## src/rtl/synch_updown_counter.sv

```systemverilog
// Parametrised synchronous up/down counter with programmable modulus, parallel
// load, wrap or saturate at the limits, terminal-count and registered wrap flags.
module synch_updown_counter #(
    parameter int unsigned WIDTH     = 4,
    parameter int unsigned MAX_VAL   = 2**WIDTH - 1,
    parameter bit          SATURATE  = 1'b0,
    parameter int unsigned RESET_VAL = 0
) (
    input  logic             clk,
    input  logic             rst,
    input  logic             en,
    input  logic             load,
    input  logic             up,
    input  logic [WIDTH-1:0] d,
    output logic [WIDTH-1:0] q,
    output logic             tc,
    output logic             wrap,
    output logic             zero
);

    localparam logic [WIDTH-1:0] MAX  = WIDTH'(MAX_VAL);
    localparam logic [WIDTH-1:0] RVAL = WIDTH'(RESET_VAL);
    localparam logic [WIDTH-1:0] ONE  = WIDTH'(1);

    logic [WIDTH-1:0] q_next;
    logic             wrap_next;
    logic             at_max;
    logic             at_zero;

    assign at_max  = (q == MAX);
    assign at_zero = (q == '0);

    // Limits are handled explicitly so a modulus below 2**WIDTH never relies
    // on natural overflow of the adder.
    always_comb begin
        q_next    = q;
        wrap_next = 1'b0;
        if (load) begin
            q_next = (d > MAX) ? MAX : d;
        end else if (en) begin
            if (up) begin
                if (!at_max) begin
                    q_next = q + ONE;
                end else if (!SATURATE) begin
                    q_next    = '0;
                    wrap_next = 1'b1;
                end
            end else begin
                if (!at_zero) begin
                    q_next = q - ONE;
                end else if (!SATURATE) begin
                    q_next    = MAX;
                    wrap_next = 1'b1;
                end
            end
        end
    end

    always_ff @(posedge clk) begin
        if (!rst) begin
            q    <= RVAL;
            wrap <= 1'b0;
        end else begin
            q    <= q_next;
            wrap <= wrap_next;
        end
    end

    // tc predicts a limit event at the next edge; it feeds the next stage's en.
    assign tc   = en & ~load & ((up & at_max) | (~up & at_zero));
    assign zero = at_zero;

endmodule
```

## config.mk

```make
export PLATFORM = sky130hd
export DESIGN_NAME = synch_updown_counter
export DESIGN_NICKNAME = d
export VERILOG_FILES = /design/src/rtl/synch_updown_counter.sv
export SDC_FILE = /design/constraint.sdc
export NUM_CORES = 1
export LEC_CHECK = 0
export ABC_AREA = 1
export CORE_AREA = 2 2 39 41
export CTS_CLUSTER_DIAMETER = 100
export DETAILED_ROUTE_END_ITERATION = 10
export DIE_AREA = 0 0 41 43
export GPL_TIMING_DRIVEN = 0
export PLACE_DENSITY = 0.57
export SLEW_MARGIN = 20
export SYNTH_ARGS = -nofsm -noshare
export SYNTH_HDL_FRONTEND = slang
export SYNTH_SLANG_ARGS = --single-unit
```

## constraint.sdc

```tcl
create_clock -name clk -period 1.65 [get_ports clk]
set_input_delay 0.4125 -clock clk [delete_from_list [all_inputs] [get_ports clk]]
set_output_delay 0.4125 -clock clk [all_outputs]
set_load 0.005 [all_outputs]
```

### Word-level counts from Yosys, hierarchy flattened

Cells that the tools add are included.
W data, S select, Z words.

| word-level totals | value |
|---|---|
| flip-flop bits (word level) | 5 |
| output and inout port bits | 7 |
| input bits | 9 |
| word-level logic and storage cells | 27 |

| cells by class | value |
|---|---|
| magnitude comparators | 1 |
| eq/ne operators | 1 |
| add/sub/neg operators | 2 |
| muxes and demuxes | 9 |
| bitwise operators | 9 |
| reduce and logical (&&, ||, !) cells | 3 |

Operator list:

| operator | number |
|---|---|
| $mux W4 | 6 |
| $add A4 B1 Y4 const B | 1 |
| $and A1 B1 Y1 | 4 |
| $eq A4 B4 Y1 const B | 1 |
| $gt A4 B4 Y1 const B | 1 |
| $logic_not A4 Y1 | 1 |
| $not A1 Y1 | 4 |
| $sub A4 B1 Y4 const B | 1 |
| $mux W1 | 3 |
| $reduce_or A3 Y1 | 1 |
| $reduce_bool A2 Y1 | 1 |
| $or A1 B1 Y1 | 1 |

### Logic depth before layout (Yosys ltp)

| depth | value |
|---|---|
| word-level depth | 5 |
| depth in mapped cells | 8 |
| depth with buffers taken out | 8 |

### Worst setup path before layout

No wires, ideal clock.

| timing path | value |
|---|---|
| path kind | register -> output |
| start | reg q[0] |
| end | out tc |
| arrival | 1130 ps |
| cell stages (with the launch flop) | 7 |
| slack | 108 ps |
| data required time | 1237 ps |
| path buffers | 0 |
| path through | dfxtp_1 > inv_1 > ha_1 > inv_1 > nor3_1 > nor2_1 > nor3_1 |

| between the ends | value |
|---|---|
| cells in the longest elaborated chain, start to end | 4 |
| elaborated cells between the ends (all ways) | 6 |

RTL lines:

| what | RTL line | text |
|---|---|---|
| start: declaration | 15 | `output logic [WIDTH-1:0] q,` |
| start signal: assignment | 64 | `q <= q_next;` |
| $logic_not A4 Y1 | 31 | `assign at_zero = (q == '0);` |
| via zero | 18 | `output logic zero` |
| $and A1 B1 Y1 | 70 | `assign tc = en & ~load & ((up & at_max) \| (~up & at_zero));` |
| $or A1 B1 Y1 | 70 |  |
| $and A1 B1 Y1 | 70 |  |
| end: declaration | 16 | `output logic tc,` |

The timed path passes the listed nets, and every way through them passes these cells.

### Worst setup path after layout

| timing path | value |
|---|---|
| start | reg q[0] |
| end | out tc |

| between the ends | value |
|---|---|
| cells in the longest elaborated chain, start to end | 4 |
| elaborated cells between the ends (all ways) | 6 |

RTL lines:

| what | RTL line |
|---|---|
| $eq A4 B4 Y1 / $logic_not A4 Y1 (equally long branches) | 30, 31 |
| $and A1 B1 Y1 | 70 |
| $or A1 B1 Y1 (*) | 70 |
| $and A1 B1 Y1 (*) | 70 |

Every way passes the cells marked *; elsewhere a longest branch is shown, timed or not.

==> metrics.csv <==
metric;value;unit
Row Count;14;
count of final max-slew check failures;0;
critical-path maximum fanout;4;
first-pass GRT wire length;1670;um
core area;1380;um^2
final wirelength;942;um
Final period util;105;%
Root Buffer;clkbuf_4;
number of synthesized flops with an enable pin;0;
count leader, synth;nand2_1;
Mapped Cells;55;
unrepaired setup endpoints after global routing;yes;
GR Util All Layers;14.2;%
mapped cell area;355;um^2
Clock H-tree levels;1;
Slew headroom;83.1;%
FILL cells;142;
Synthesized Nets;66;
Ys Warns;0;
post-synth top area cell;dfxtp_1;
setup violators final;2;
worst slew pin tran;0.254;ns
status;complete, but fails checks;
Switch Pwr;125;uW
largest net degree at the start of global routing;8;
Distinct cells, synth;17;
Post-DRT Antenna Nets;0;
Net Sw Frac;29.6;%
failing checks;negative setup slack;
Area Growth Syn to Fin;83.8;%
fin crit period;1.73;ns
Final Skew;0.00288;ns
share of cells above drive strength 1;31.3;%
IO buf count;15;
total of max-cap violations;0;
Final TNS setup;-0.103;ns
Syn Area/Cell;6.46;um^2
initial antenna violation count;0;
Worst R2R Start;q[0];
top-level port count;16;
drc violations;0;
power density cells;647;nW/um^2
Data required, critical path;1.24;ns
Synth Register Bits;5;
final net count;92;
clk slew on worst S/H paths;0.04;ns
post-synth top area share;28.2;%
Startpoint Class;register;
die height;43;um
Reg area;113;um^2
Gate power share;32.0;%
TritonCTS clock tree;built;
Die ar.;1760;um^2
Overflow after GRT;0;
Worst Setup SP;q[0];
fin util;47.2;%
Pre-Repair DR Iteration Count;4;
Final WS setup;-0.0778;ns
worst IR drop on VDD;0.000422;V
FMAX;579;MHz
Vias/cell;4.57;
pre-CTS WS;-0.766;ns
Seq/Total Area, Yosys;28.2;%
ys async rst share;0;%
Primary FF master, synth;dfxtp_1;
antenna cells;0;
most frequent cells after synthesis;nand2_1 (12), inv_1 (11), dfxtp_1 (5), nand3_1 (4), nor2_1 (4);
Inserted Clock Buffers;3;
DRC marker count from the first detailed-route iteration;15;
HP Start;q[1];
worst skew pair latency;0.24;ns
Clock Sinks;5;
final hold vios;0;
Clock Path Buffers;2;
leakage;0.000316;uW
clock share of power;33.5;%
die width;41;um
Arr. time, crit path;1.32;ns
hold buffers post-CTS;0;
vias in the first global route;435;
WS Path Type;register to primary output;
gp weighted congestion;0.757;
Hold WC Path Type;register to register;
cell-internal power;298;uW
power share of the sequential group;34.5;%
top cells by area, synth;dfxtp_1 (28%), nand2_1 (13%), inv_1 (12%), ha_1 (7.0%), nand3_1 (5.6%);
Starting Density;25.7;%
multi-input combinational cell area;258;um^2
CP Capture Type;primary output;
WL/cell;9.81;um
DP Wirelength;691;um
routed vias;439;
[registers in the layout (all words and copies together), names as in the netlist]
name / cells
q: 4
wrap: 1
[layout by cell type, fill, tap and decap left out, types with 2 or more instances in the layout]
cell,netlist,routed
dlymetal6s2s_1,0,2
clkbuf_4,0,3
inv_2,0,2
nor2_2,1,2
nor2_1,4,3
inv_4,0,2
o21ai_0,2,2
a22oi_1,2,2
dfxtp_4,0,3
nand2_1,12,12
dlygate4sd2_1,0,4
clkdlybuf4s50_1,0,8
buf_4,0,6
inv_1,11,7
ha_4,0,2
a21oi_1,3,3
nand3_1,4,4
[worst paths after layout]
kind | to | slack (ns) | depth (start not counted)
worst max-delay path | tc | -0.08 | 7
worst min register to register | q[1] | 0.54 | 2
worst min-delay path | q[1] | 0.54 | 2
worst max register to register | q[3] | 0.42 | 9
[what timing repair did]
action,4_1_cts,5_1_grt
setup endpoints to repair,4,4
resized for setup,25,6
buffers inserted,5,1
pin swaps,3,0
[cell families (layout without fill, tap and decap cells)]
logic type,Yosys count,after routing,share of synthesized area [%]
xor gates and xnor gates,2,2,4.93
DFF,5,5,28.2
and+or+nand+nor,26,26,33.8
adders and majority gates,2,2,7.04
buffers and inverters,11,36,11.6
AOI/OAI and AO/OA,9,9,14.4
[metrics by stage]
step,std cells,hold WS [ns],power [uW],cell area (um^2)
after floorplan,55,0.516,197,355
after detailed placement,86,0.545,255,526
final,96,0.537,423,653
after global placement,86,0.538,255,526
after CTS,95,0.533,423,619
after global routing,96,0.565,459,653
[cell type report]
cell class,count,share of cell area (%)
Clock buffer,4,4.02
Inverter,11,7.09
Multi-Input combinational cell,39,39.5
Sequential cell,5,17.2
Tap cell,16,3.07
Timing Repair Buffer,21,29.1
[power groups by stage]
| stage | Combinational, uW | Clock, uW | Sequential [uW] |
|---|---|---|---|
| CTS | 132 | 147 | 144 |
| detailed placement | 112 | 0 | 144 |
| floorplan | 54.9 | 0 | 142 |
| global route | 151 | 160 | 148 |
| global placement | 111 | 0 | 144 |
| finish | 135 | 142 | 146 |
[metal layers]
layer | vias to the layer above | global-route usage, % | share of wire (%) | wire (um)
met5 | - | 0 | 0 | 0
met4 | 0 | 10.0 | 0.64 | 6
met3 | 2 | 3.14 | 5.5 | 52
met2 | 13 | 20.9 | 48 | 455
met1 | 192 | 17.3 | 45 | 428
li1 | 232 | - | - | -
[critical path, cell delays in order (launching register included)]
cell     delay [ns]
dfxtp_4        0.36
inv_4          0.06
ha_4           0.13
inv_2          0.04
nor3_4         0.16
nor2_2         0.07
nor3_2         0.11
buf_2          0.13
Power figures use the tool's default switching activity.
